`src/rtl/vote_pkg.sv`:
```
// Shared types and helpers for the voting-machine audit path.
// The readout blocks reuse vote_entry_t, so keep field order stable.
package vote_pkg;

    localparam int NUM_CAND = 4;
    localparam int CAND_W   = 2;
    localparam int VOTE_W   = 8;
    localparam int TS_W     = 16;
    localparam int ERR_W    = 8;

    typedef struct packed {
        logic [CAND_W-1:0] cand;
        logic [VOTE_W-1:0] seq;
        logic [TS_W-1:0]   ts;
    } vote_entry_t;

    // Candidate 1 (bit 0) wins when several buttons fire together.
    function automatic logic [CAND_W-1:0] lowest_cand(input logic [NUM_CAND-1:0] v);
        logic [CAND_W-1:0] idx;
        idx = '0;
        for (int i = NUM_CAND - 1; i >= 0; i--) begin
            if (v[i]) begin
                idx = CAND_W'(i);
            end
        end
        return idx;
    endfunction

    function automatic logic multi_hot(input logic [NUM_CAND-1:0] v);
        return (v & (v - NUM_CAND'(1))) != '0;
    endfunction

    function automatic logic [ERR_W-1:0] sat_inc(input logic [ERR_W-1:0] v);
        return (v == '1) ? v : v + ERR_W'(1);
    endfunction

endpackage

```
`src/rtl/vote_fifo.sv`:
```
// Generic synchronous FIFO with a registered head word; push into an empty
// FIFO becomes visible the following cycle, pops sustain one entry per cycle.
module vote_fifo #(
    parameter int  DEPTH   = 16,
    parameter type entry_t = logic [7:0]
) (
    input  logic                   clock,
    input  logic                   reset,
    input  logic                   clear,
    input  logic                   push,
    input  entry_t                 push_data,
    input  logic                   pop,
    output entry_t                 head,
    output logic                   empty,
    output logic                   full,
    output logic [$clog2(DEPTH):0] level
);

    localparam int AW = $clog2(DEPTH);

    entry_t          mem [DEPTH];
    logic [AW-1:0]   wr_ptr_reg, wr_ptr_next;
    logic [AW-1:0]   rd_ptr_reg, rd_ptr_next;
    logic [AW:0]     level_reg, level_next;
    logic [AW:0]     level_after_pop;
    entry_t          head_reg, head_next;
    logic            do_push, do_pop;

    assign empty = (level_reg == '0);
    assign full  = (level_reg == (AW+1)'(DEPTH));
    assign level = level_reg;
    assign head  = head_reg;

    // A pop frees a slot, so a full FIFO can still take a push in the same cycle.
    assign do_pop  = pop && !empty && !clear;
    assign do_push = push && (!full || do_pop) && !clear;
    assign level_after_pop = level_reg - (AW+1)'(do_pop);

    always_comb begin
        wr_ptr_next = wr_ptr_reg;
        rd_ptr_next = rd_ptr_reg;
        level_next  = level_reg;
        if (clear) begin
            wr_ptr_next = '0;
            rd_ptr_next = '0;
            level_next  = '0;
        end else begin
            if (do_push) begin
                wr_ptr_next = wr_ptr_reg + AW'(1);
            end
            if (do_pop) begin
                rd_ptr_next = rd_ptr_reg + AW'(1);
            end
            level_next = level_after_pop + (AW+1)'(do_push);
        end
    end

    // Prefetch the next head; forward the incoming word when it lands in an empty slot.
    always_comb begin
        head_next = head_reg;
        if (!clear && level_next != '0) begin
            if (do_push && level_after_pop == '0) begin
                head_next = push_data;
            end else begin
                head_next = mem[rd_ptr_next];
            end
        end
    end

    always_ff @(posedge clock) begin
        if (do_push) begin
            mem[wr_ptr_reg] <= push_data;
        end
    end

    always_ff @(posedge clock) begin
        if (reset) begin
            wr_ptr_reg <= '0;
            rd_ptr_reg <= '0;
            level_reg  <= '0;
            head_reg   <= '0;
        end else begin
            wr_ptr_reg <= wr_ptr_next;
            rd_ptr_reg <= rd_ptr_next;
            level_reg  <= level_next;
            head_reg   <= head_next;
        end
    end

endmodule

```
`src/rtl/vote_audit_log.sv`:
```
// Audit stage: tags each accepted vote with candidate, sequence and timestamp
// and queues it for a valid/ready consumer, counting drops and multi-presses.
module vote_audit_log
    import vote_pkg::*;
#(
    parameter int DEPTH    = 16,
    parameter int TS_WIDTH = 16
) (
    input  logic                   clock,
    input  logic                   reset,
    input  logic                   mode,
    input  logic [NUM_CAND-1:0]    vote_valid,
    input  logic                   clear,
    output logic                   out_valid,
    input  logic                   out_ready,
    output logic [CAND_W-1:0]      out_cand,
    output logic [VOTE_W-1:0]      out_seq,
    output logic [TS_WIDTH-1:0]    out_ts,
    output logic [$clog2(DEPTH):0] level,
    output logic                   full,
    output logic [ERR_W-1:0]       dropped,
    output logic [ERR_W-1:0]       collisions
);

    typedef struct packed {
        logic [CAND_W-1:0]   cand;
        logic [VOTE_W-1:0]   seq;
        logic [TS_WIDTH-1:0] ts;
    } entry_t;

    logic [TS_WIDTH-1:0] ts_reg;
    logic [VOTE_W-1:0]   seq_reg, seq_next;
    logic [ERR_W-1:0]    dropped_reg, dropped_next;
    logic [ERR_W-1:0]    collisions_reg, collisions_next;
    logic                push_req, pop, accepted;
    logic                fifo_empty, fifo_full;
    entry_t              push_entry, head_entry;

    assign push_req = !mode && (vote_valid != '0);
    assign pop      = out_valid && out_ready;
    // Same acceptance rule the FIFO applies, so seq only advances on stored entries.
    assign accepted = push_req && !clear && (!fifo_full || pop);

    assign push_entry.cand = lowest_cand(vote_valid);
    assign push_entry.seq  = seq_reg;
    assign push_entry.ts   = ts_reg;

    vote_fifo #(
        .DEPTH   (DEPTH),
        .entry_t (entry_t)
    ) u_fifo (
        .clock     (clock),
        .reset     (reset),
        .clear     (clear),
        .push      (push_req),
        .push_data (push_entry),
        .pop       (out_ready),
        .head      (head_entry),
        .empty     (fifo_empty),
        .full      (fifo_full),
        .level     (level)
    );

    assign out_valid  = !fifo_empty;
    assign full       = fifo_full;
    assign out_cand   = head_entry.cand;
    assign out_seq    = head_entry.seq;
    assign out_ts     = head_entry.ts;
    assign dropped    = dropped_reg;
    assign collisions = collisions_reg;

    always_comb begin
        seq_next        = seq_reg;
        dropped_next    = dropped_reg;
        collisions_next = collisions_reg;
        if (clear) begin
            dropped_next    = '0;
            collisions_next = '0;
        end else begin
            if (accepted) begin
                seq_next = seq_reg + VOTE_W'(1);
            end
            if (push_req && fifo_full && !pop) begin
                dropped_next = sat_inc(dropped_reg);
            end
            if (push_req && multi_hot(vote_valid)) begin
                collisions_next = sat_inc(collisions_reg);
            end
        end
    end

    always_ff @(posedge clock) begin
        if (reset) begin
            ts_reg         <= '0;
            seq_reg        <= '0;
            dropped_reg    <= '0;
            collisions_reg <= '0;
        end else begin
            ts_reg         <= ts_reg + TS_WIDTH'(1);
            seq_reg        <= seq_next;
            dropped_reg    <= dropped_next;
            collisions_reg <= collisions_next;
        end
    end

endmodule

```
`config.mk`:
```
export PLATFORM = sky130hd
export DESIGN_NAME = vote_audit_log
export DESIGN_NICKNAME = d
export VERILOG_FILES = /design/src/rtl/vote_pkg.sv /design/src/rtl/vote_fifo.sv /design/src/rtl/vote_audit_log.sv
export SDC_FILE = /design/constraint.sdc
export NUM_CORES = 1
export LEC_CHECK = 0
export CELL_PAD_IN_SITES_DETAIL_PLACEMENT = 0
export CELL_PAD_IN_SITES_GLOBAL_PLACEMENT = 2
export CORE_MARGIN = 1.5
export CORE_UTILIZATION = 43
export CTS_CLUSTER_DIAMETER = 150
export DETAILED_ROUTE_END_ITERATION = 6
export PLACE_DENSITY = 0.83
export SLEW_MARGIN = 20
export SYNTH_ARGS = -nofsm -noshare
export SYNTH_HDL_FRONTEND = slang
export SYNTH_SLANG_ARGS = --single-unit
```
`constraint.sdc`:
```
create_clock -name clock -period 5.35 [get_ports clock]
set_input_delay 1.605 -clock clock [delete_from_list [all_inputs] [get_ports clock]]
set_output_delay 1.605 -clock clock [all_outputs]
set_load 0.1 [all_outputs]
```
# Word level (Yosys, flattened, before mapping)
# Memories as Yosys holds them, arrays and structs flattened.
# Index checks and enable logic that the tools add are counted.
dict set report totals {
  word_cells 65
  out_inout_bits 49
  inputBits 9
  ff_bits 79
  mem_count 1
  ram_bits 416
}
dict set report op_classes {
  n_mux 10
  n_bitwise 4
  reduce_logical 28
  eq_ne 3
  addsub 9
}
# name depth width rd rd_clocked_by_memory_dff write_ports line
set memory_table {}
lappend memory_table {u_fifo.mem 16 26 1 0 1 vote_fifo.sv:21} ;# entry_t mem [DEPTH];
# operator n
set ops {}
lappend ops {{26-bit 2-to-1 mux} 1}
lappend ops {{8-bit by 1-bit adder with 8-bit output, second input constant} 3}
lappend ops {{16-bit by 1-bit adder with 16-bit output, second input constant} 1}
lappend ops {{8-bit == test, second input constant} 2}
lappend ops {{1-bit logical AND} 12}
lappend ops {{5-bit logical NOT} 2}
lappend ops {{4-bit by 1-bit adder with 4-bit output, second input constant} 2}
lappend ops {{2-bit 2-to-1 mux} 4}
lappend ops {{4-bit 2-to-1 mux} 2}
lappend ops {{4-bit nonzero test} 2}
lappend ops {{2-bit AND reduction} 3}
lappend ops {{5-bit by 1-bit adder with 5-bit output} 1}
lappend ops {{5-bit == test, second input constant} 1}
lappend ops {{1-bit logical NOT} 5}
lappend ops {{5-bit 2-to-1 mux} 1}
lappend ops {{5-bit nonzero test} 1}
lappend ops {{5-bit by 1-bit subtractor with 5-bit output} 1}
lappend ops {{4-bit AND} 1}
lappend ops {{4-bit by 1-bit subtractor with 4-bit output, second input constant} 1}
lappend ops {{1-bit NOT} 3}
lappend ops {{1-bit logical OR} 2}
lappend ops {{1-bit 2-to-1 mux} 2}
lappend ops {{2-bit OR reduction} 1}

# Depth between registers and ports, before layout
# Gate-level depths: netlist of the first run.
dict set report logic_depth {
  depth_word 11
  mapped_depth 17
  ltp_nobuf 13
}

# Hierarchy
# From an unflattened synthesis of the first run, not the netlist that was laid out.
dict set report unflattened {
  hier_cells 1664
  hier_area_um2 21951.1
}
# mod seq_area_each_um2 n_inst cells_each area_per_inst_um2
set by_module_without_submodules {}
lappend by_module_without_submodules {vote_fifo 13272.7 1 1433 20005.4}
lappend by_module_without_submodules {vote_audit_log 800.8 1 231 1945.6}

# Least setup slack after synthesis of the first run
# OpenSTA, ideal clock, no wires.
dict set report synth_path {
  path_kind {input to register}
  startpoint {in clear}
  endpoint {reg u_fifo.head_reg (netlist bit u_fifo.head[0])}
  n_path_buf 4
  setup_ns 0.063
  setup_slack_ns 0.364
  path_stages 15
  required_ns 5.287
  t_arrival_ns 4.923
  path_cell_list {buf_2 buf_1 clkbuf_1 nor2_1 ha_1 ha_1 inv_1 ha_1 xnor2_1 or4_1 a211o_1 a21oi_1 clkbuf_1 nand2_1 nand3_1}
}
dict set report synth_between {
  elab_chain_cells 9
  word_cells_on_any_way 16
  cone_classes {2 x add/sub; 4 x mux; 9 x reduce/logical; 1 x memory}
}
# item line
set synth_rtl {}
lappend synth_rtl {{start, declared} vote_audit_log.sv:13} ;# input logic clear,
lappend synth_rtl {{parallel branches: the longest is 9 deep, another holds 5-bit by 1-bit subtractor with 5-bit output} -}
lappend synth_rtl {{end signal, assigned} vote_fifo.sv:86} ;# head_reg <= head_next;
lappend synth_rtl {{end, declared} vote_fifo.sv:26} ;# entry_t head_reg, head_next;
# Parallel ways; which one is timed is not known.
# A chain may end at the register's enable or synchronous reset.

# Final worst setup path of the first run
dict set report layout_path {
  startpoint {in vote_valid[3]}
  endpoint {reg u_fifo.head_reg (netlist bit u_fifo.head[8])}
}
dict set report layout_between {
  elab_chain_cells 8
  word_cells_on_any_way 10
  cone_classes {1 x add/sub; 2 x mux; 7 x reduce/logical}
}
# item line
set layout_rtl {}
lappend layout_rtl {{start, declared} vote_audit_log.sv:12} ;# input logic [NUM_CAND-1:0] vote_valid,
lappend layout_rtl {{4-bit nonzero test *} vote_audit_log.sv:39} ;# assign push_req = !mode && (vote_valid != '0);
lappend layout_rtl {{1-bit logical AND *} vote_audit_log.sv:39}
lappend layout_rtl {{1-bit logical AND * (2 in a row)} vote_fifo.sv:36} ;# assign do_push = push && (!full || do_pop) && !clear;
lappend layout_rtl {{5-bit by 1-bit adder with 5-bit output} vote_fifo.sv:54} ;# level_next = level_after_pop + (AW+1)'(do_push);
lappend layout_rtl {{5-bit 2-to-1 mux} vote_fifo.sv:43} ;# if (clear) begin
lappend layout_rtl {{5-bit nonzero test} vote_fifo.sv:61} ;# if (!clear && level_next != '0) begin
lappend layout_rtl {{1-bit logical AND} vote_fifo.sv:61}
# Mark *: on every way between the ends. The rest lies on a longest branch, timed or not.

==> run metrics, run 1 <==
worst hold path startpoint=u_fifo.head[24]$_SDFFE_PP0P_; Post-Route WL=around 62 mm; result of the run=complete, no violations; Async S/R FF share, synth=0%; ratio of cells with drive above 1 in the final layout=9.681%; worst-case headroom to the max-slew limit=27.97%; height of the die=227.2 um; number of buffers inserted by port buffering=57; largest voltage drop on the vdd net=0.2432 mV; number of primary I/O pins=58; average detailed-routed wire length per instance=24.80 um; number of DRC violations after detailed-routing iteration 0=between 1000 and 1500; Initial Utilization=a little over two fifths; crit path launch=vote_valid[3]; actual slew at the worst max-slew pin=1.077 ns; RSZ-0062 raised after global routing=no; met3 wirelength from detailed routing=3.177 mm; type of the most critical hold path=register to register; routed via count divided by cell count=between 5 and 6; Pwr Density=approximately 330 nW/um2; post-route fraction of the period consumed by the critical path=86.63%; share of cell area taken by muxes after synthesis=0.5849%; Sinks on Clock Net=495; total of endpoints with negative setup slack in the final report=0; number of H-tree branching levels=2; floorplan die area=51600 um2; Area growth syn-to-layout=14.96%; insertion delay to the later sink of the worst-skew pair=0.60 ns; Required @ worst endpoint=between 5 and 6 ns; TritonCTS clock tree=built; CTS Buf Count=50; Max Transition Viols Final=0; kind of start point of the critical path=input pin; post-synthesis area per instance=about 12 um2; # rows=81; maximum clock insertion buffer count=3; number of antenna violations at the first check in global routing=0; overflow left after global routing=0; met2 wire length=29.86 mm; leading post-synthesis cells by instance count=416 x sky130_fd_sc_hd__edfxtp_1, 204 x sky130_fd_sc_hd__a211oi_1, 155 x sky130_fd_sc_hd__nor2_1, 153 x sky130_fd_sc_hd__nand2_1, 141 x sky130_fd_sc_hd__a21oi_1; Post-synth EDFFs=416; adder-cell area share of the yosys netlist=less than 1%; routed metal-1 wirelength=27.61 mm; cell types occupying the most area after synthesis=sky130_fd_sc_hd__edfxtp_1 58%, sky130_fd_sc_hd__dfxtp_1 7.3%, sky130_fd_sc_hd__a211oi_1 7.1%; top layer in use=met4; number of gates resized after CTS=0; HPWL after detailed placement=~35 mm; Pleak=8.201 nW; worst-case clock skew=0.02264 ns; upper clock frequency limit=around 220 MHz; count of synthesis-stage warnings from yosys=0; Die W=227.2 um; Post-Synth Simple-Gate Area=between 10% and 20%; crit path DAT=5.09 ns; area inside the core boundary=49250 um2; type of the worst setup path=input pin to register; via count=15040; Critical Path Fanout Max=26; most frequent cell after synthesis=sky130_fd_sc_hd__edfxtp_1; first-pass GRT wire length=93.60 mm; final-stage net count=1831; final number of hold-violating endpoints=0; setup TNS=0 ns; clock period minus final worst setup slack=4.635 ns; post-synthesis net count=1798; dominant combinational cell family by area after synthesis=compound AO/OA/AOI/OAI gates; largest net degree at the start of global routing=64; Clock Pin Slew Worst Setup and Hold Paths=0.06 ns; synthesized instance count=between 1500 and 2000; diode insertion count for antenna repair=0; reg-to-reg startpoint=u_fifo.level[3]$_SDFF_PP0_; xor-xnor portion of the synthesized cell area=under 10%; # DRC=0; nature of the critical path endpoint=register; global-route total usage across every layer=between 20% and 30%; post-synthesis compound-gate area fraction=15.54%; area fraction of the dominant cell type after synthesis=57.81%; number of flip-flops in the largest register=between 400 and 500; Pwr Total=8.197 mW; Primary FF master, synth=sky130_fd_sc_hd__edfxtp_1; post-cts hold buffer count=0; fraction of the yosys area taken by sequential cells=between 60% and 70%; largest area contributor in the synthesized netlist=sky130_fd_sc_hd__edfxtp_1; Clk Tree Root Cell=sky130_fd_sc_hd__clkbuf_16; buffers inserted by post-CTS timing repair=0; total standard cell area after synthesis=21610 um2; routability cong.=0.7978; FF+latch count, synth=495; post-detailed-route count of antenna-violating nets=0; post-synthesis cell type count=61; number of maximum-capacitance violations=0; length of the first detailed-routing pass in iterations=5; vias in the first global route=~15000
==> final cells by class <==
cell class | instances | area, um2
timing repair buffer | 120 | 1179
inverter | 14 | 52.55
clock inverter | 17 | 165.2
fill | 4325 | 24420
sequential | 495 | 14070
multi-input combinational | 1128 | 7091
tap | 664 | 830.8
clock buffer | 75 | 1446
==> power by group <==
group | switching, mW | total, mW | internal [mW]
Combinational | 0.377 | 0.512 | 0.135
Sequential | 0.0445 | 4.22 | 4.18
Clock | 1.45 | 3.46 | 2.01
Total | 1.88 | 8.20 | 6.32
==> cell usage in the layout (no fill, tap or decap), types with 51 or more instances in the layout <==
cell type	n
sky130_fd_sc_hd__a211oi_1	204
sky130_fd_sc_hd__clkbuf_16	51
sky130_fd_sc_hd__clkdlybuf4s50_1	55
sky130_fd_sc_hd__edfxtp_1	416
sky130_fd_sc_hd__nand2_1	152
sky130_fd_sc_hd__a21oi_1	139
sky130_fd_sc_hd__and3_1	83
sky130_fd_sc_hd__dfxtp_1	78
sky130_fd_sc_hd__buf_4	52
sky130_fd_sc_hd__nor2_1	142
==> routing by layer <==
layer / GRT usage (%) / up-vias
li1: - / 6873
met1: 33.76 / 7635
met2: 40.00 / 428
met3: 3.162 / 103
met4: 8.396 / 0
met5: 0 / -
==> final timing paths <==
| check | to | slack, ns | cells past startpoint |
|---|---|---|---|
| max | u_fifo.head[8]$_SDFFE_PP0P_ | 0.72 | 13 |
| min reg2reg | u_fifo.head[24]$_SDFFE_PP0P_ | 0.47 | 2 |
| max reg2reg | u_fifo.head[8]$_SDFFE_PP0P_ | 0.88 | 14 |
| min | u_fifo.head[24]$_SDFFE_PP0P_ | 0.47 | 2 |
==> metrics by stage <==
stage / hold slack, ns / area, um2 / worst slack (ns) / utilization (%) / std cells
final: 0.4668 / 24840 / 0.7150 / 50.43 / 2513
after detailed placement: 0.4575 / 23230 / 0.1708 / 47.16 / 2421
after global routing: 0.5050 / 24840 / 0.5313 / 50.43 / 2513
after floorplan: 0.5335 / 21610 / 0.3641 / - / 1776
after global placement: 0.4537 / 23200 / 0.2966 / 47.10 / 2420
after CTS: 0.4721 / 24840 / 0.7934 / 50.43 / 2513
==> worst max-delay path, cell delays in order <==
cell,delay (ns)
sky130_fd_sc_hd__clkdlybuf4s50_1,0.46
sky130_fd_sc_hd__nor2_1,0.23
sky130_fd_sc_hd__a21o_1,0.27
sky130_fd_sc_hd__nor3_2,0.07
sky130_fd_sc_hd__ha_1,0.22
sky130_fd_sc_hd__ha_1,0.25
sky130_fd_sc_hd__xnor2_1,0.17
sky130_fd_sc_hd__or4_1,0.48
sky130_fd_sc_hd__a211o_1,0.33
sky130_fd_sc_hd__and3b_2,0.45
sky130_fd_sc_hd__buf_12,0.28
sky130_fd_sc_hd__o311ai_0,0.12
sky130_fd_sc_hd__nand3_1,0.12
==> logic make-up (layout without fill, tap and decap cells) <==
| group | Yosys count | in the layout |
|---|---|---|
| fa+ha+maj | 13 | 13 |
| mux | 12 | 12 |
| flops | 495 | 495 |
| compound gates | 487 | 487 |
| xor+xnor | 43 | 43 |
| simple gates | 573 | 573 |
| buf+inv | 153 | 226 |
(Power assumes the default switching activity.)
==> inputs of run 2 (changes only) <==
- ABC_AREA: unset -> 1
- CORE_UTILIZATION: 43 -> 34
- PLACE_DENSITY: 0.83 -> 0.72
==> run 2 against run 1 <==
Effect of this change:
- clock power is 4% higher
- sequential share of layout area is 0.053 points lower
- largest power group unchanged
- critical path depth is 1 higher
- count of clock-buffer cells in the layout is 1 lower
- utilization is 10 points lower
- sequential cell count stayed put
- first-iteration DRC count is 14% higher
- routed wire length is 6.2% higher
- total power is 3.0% higher
- worst hold slack better by 0.029 ns
- fmax is 11% higher
- critical endpoint is now u_fifo.head[3]$_SDFFE_PP0P_
==> run metrics, run 2 <==
routability cong.=0.7716; # DRC=0; post-detailed-route count of antenna-violating nets=0; most frequent cell after synthesis=sky130_fd_sc_hd__nand2_1; Post-Route WL=about 66 mm; count of synthesis-stage warnings from yosys=0; upper clock frequency limit=239.6 MHz; Required @ worst endpoint=5.88 ns; number of maximum-capacitance violations=0; insertion delay to the later sink of the worst-skew pair=0.61 ns; Max Transition Viols Final=0; number of gates resized after CTS=0; largest voltage drop on the vdd net=0.2809 mV; FF+latch count, synth=495; # rows=91; final-stage net count=2178; floorplan die area=64240 um2; leading post-synthesis cells by instance count=518 x sky130_fd_sc_hd__nand2_1, 447 x sky130_fd_sc_hd__nand3_1, 416 x sky130_fd_sc_hd__edfxtp_1, 245 x sky130_fd_sc_hd__inv_1, 79 x sky130_fd_sc_hd__dfxtp_1; TritonCTS clock tree=built; vias in the first global route=between 10000 and 15000; most common cell after layout, fill and taps aside=sky130_fd_sc_hd__nand2_1; synthesized instance count=2113; type of the most critical hold path=register to register; Async S/R FF share, synth=0%; number of DRC violations after detailed-routing iteration 0=1522; type of the worst setup path=input pin to register; number of antenna violations at the first check in global routing=2; Pleak=9.747 nW; routed via count divided by cell count=5.004; share of cell area taken by muxes after synthesis=0%; HPWL after detailed placement=34.84 mm; cell area after layout=24860 um2; result of the run=complete, no violations; Clock Pin Slew Worst Setup and Hold Paths=~0.06 ns; final number of hold-violating endpoints=0; area fraction of the dominant cell type after synthesis=~60%; Area growth syn-to-layout=16.56%; post-cts hold buffer count=0; actual slew at the worst max-slew pin=1.390 ns; ratio of cells with drive above 1 in the final layout=around 7.4%; number of buffers inserted by port buffering=57; clock period minus final worst setup slack=4.173 ns; buffers inserted by post-CTS timing repair=0; Die W=253.5 um; global-route total usage across every layer=20.80%; instance area after placement=23170 um2; xor-xnor portion of the synthesized cell area=0.1995%; worst-case clock skew=0.02779 ns; worst-case headroom to the max-slew limit=7.313%; number of flip-flops in the largest register=416; average detailed-routed wire length per instance=21.78 um; setup TNS=0 ns; area inside the core boundary=a little over 60000 um2; crit path DAT=~4.7 ns; diode insertion count for antenna repair=0; nature of the critical path endpoint=register; largest area contributor in the synthesized netlist=sky130_fd_sc_hd__edfxtp_1; number of H-tree branching levels=2; RSZ-0062 raised after global routing=no; Primary FF master, synth=sky130_fd_sc_hd__edfxtp_1; Clk Tree Root Cell=sky130_fd_sc_hd__clkbuf_16; Initial Utilization=34.50%; Sinks on Clock Net=495; post-route fraction of the period consumed by the critical path=78.00%; post-synthesis area per instance=10.09 um2; total standard cell area after synthesis=21330 um2; post-synthesis net count=2135; Post-synth EDFFs=416; dominant combinational cell family by area after synthesis=simple AND/OR/NAND/NOR gates; height of the die=253.5 um; number of primary I/O pins=slightly below 60; fraction of the yosys area taken by sequential cells=between 60% and 70%; CTS Buf Count=53; post-synthesis compound-gate area fraction=4.095%; maximum clock insertion buffer count=3; total of endpoints with negative setup slack in the final report=0; Post-Synth Simple-Gate Area=22.01%; cell types occupying the most area after synthesis=sky130_fd_sc_hd__edfxtp_1 59%, sky130_fd_sc_hd__nand3_1 10%, sky130_fd_sc_hd__nand2_1 9.1%; length of the first detailed-routing pass in iterations=5; Pwr Density=339.7 nW/um2; largest net degree at the start of global routing=207; most frequent cells in the layout=517 x sky130_fd_sc_hd__nand2_1, 447 x sky130_fd_sc_hd__nand3_1, 416 x sky130_fd_sc_hd__edfxtp_1, 245 x sky130_fd_sc_hd__inv_1, 79 x sky130_fd_sc_hd__dfxtp_1; first-pass GRT wire length=98.01 mm; via count=15200; post-synthesis cell type count=37; Filler Cells Inserted=5938; kind of start point of the critical path=input pin; adder-cell area share of the yosys netlist=0.7626%; overflow left after global routing=0; Critical Path Fanout Max=206
run 2: cell count changes in the layout (fill, tap and decap cells not counted), moves of 83 or more:
cell	delta
sky130_fd_sc_hd__inv_1	+231
sky130_fd_sc_hd__a211oi_1	-200
sky130_fd_sc_hd__nand2_1	+365
sky130_fd_sc_hd__and3_1	-83
sky130_fd_sc_hd__nand3_1	+409
sky130_fd_sc_hd__nor2_1	-97
run 2: worst paths after layout:
check | startpoint | end | cells past startpoint | slack [ns]
setup / recovery | clear | u_fifo.head[3]$_SDFFE_PP0P_ | 14 | 1.18
hold / removal | dropped[7]$_SDFFE_PP0P_ | dropped[7]$_SDFFE_PP0P_ | 2 | 0.50
setup reg to reg | u_fifo.level[3]$_SDFF_PP0_ | u_fifo.head[2]$_SDFFE_PP0P_ | 18 | 2.19
hold reg to reg | dropped[7]$_SDFFE_PP0P_ | dropped[7]$_SDFFE_PP0P_ | 2 | 0.50
run 2: power by group:
part | switching [mW] | leakage [nW] | total (mW) | internal (mW)
sequential | 0.0612 | 4.24 | 4.25 | 4.19
clock | 1.53 | 0.835 | 3.61 | 2.08
combinational | 0.446 | 4.67 | 0.585 | 0.139
total | 2.04 | 9.75 | 8.45 | 6.41
run 2: through the flow:
step	cells	hold WS, ns	worst slack (ns)	utilization (%)	power, mW
3_3_place_gp	2938	0.4784	0.5691	37.48	4.917
3_5_place_dp	2938	0.4861	0.5492	37.48	4.916
6_report	3038	0.4954	1.177	40.21	8.446
4_1_cts	3038	0.4957	1.196	40.21	8.518
2_1_floorplan	2113	0.4744	1.213	-	4.707
5_1_grt	3038	0.5237	0.9471	40.21	8.699
run 2: kinds of logic after synthesis:
| family | count (synthesis) |
|---|---|
| AND/OR/NAND/NOR | 1070 |
| flip-flops | 495 |
| buffers and inverters | 367 |
| AO/OA/AOI/OAI | 164 |
| adder cells (fa/ha/maj) | 13 |
| XOR/XNOR | 4 |
run 2: worst max-delay path, stage by stage:
cell and delay, ns:
sky130_fd_sc_hd__clkdlybuf4s50_1 0.46, sky130_fd_sc_hd__inv_2 0.23, sky130_fd_sc_hd__nand4_4 0.18, sky130_fd_sc_hd__nand3_4 0.12, sky130_fd_sc_hd__buf_12 0.69, sky130_fd_sc_hd__buf_4 0.46, sky130_fd_sc_hd__nand2_1 0.08, sky130_fd_sc_hd__nand2_1 0.08
sky130_fd_sc_hd__nand2_1 0.05, sky130_fd_sc_hd__nand3_1 0.15, sky130_fd_sc_hd__nand3_1 0.09, sky130_fd_sc_hd__nand3_1 0.16, sky130_fd_sc_hd__nand2_1 0.07, sky130_fd_sc_hd__a21oi_1 0.11
run 2: layer usage:
| metal | part of all wire [%] | track usage, % |
|---|---|---|
| met1 | 46 | 28.81 |
| met2 | 48 | 34.45 |
| met3 | 4.7 | 3.052 |
| met4 | 1.8 | 4.688 |
| met5 | 0 | 0 |
run 2: layout make-up:
cell class,count,area [um2],area share (%)
multi-input cells,1251,5931,23.86
flip-flops and latches,495,14070,56.61
clock inverters,26,198.9,0.8002
inverters,250,940.9,3.785
repair buffers,105,1181,4.751
well taps,837,1047,4.213
clock buffers,74,1488,5.984
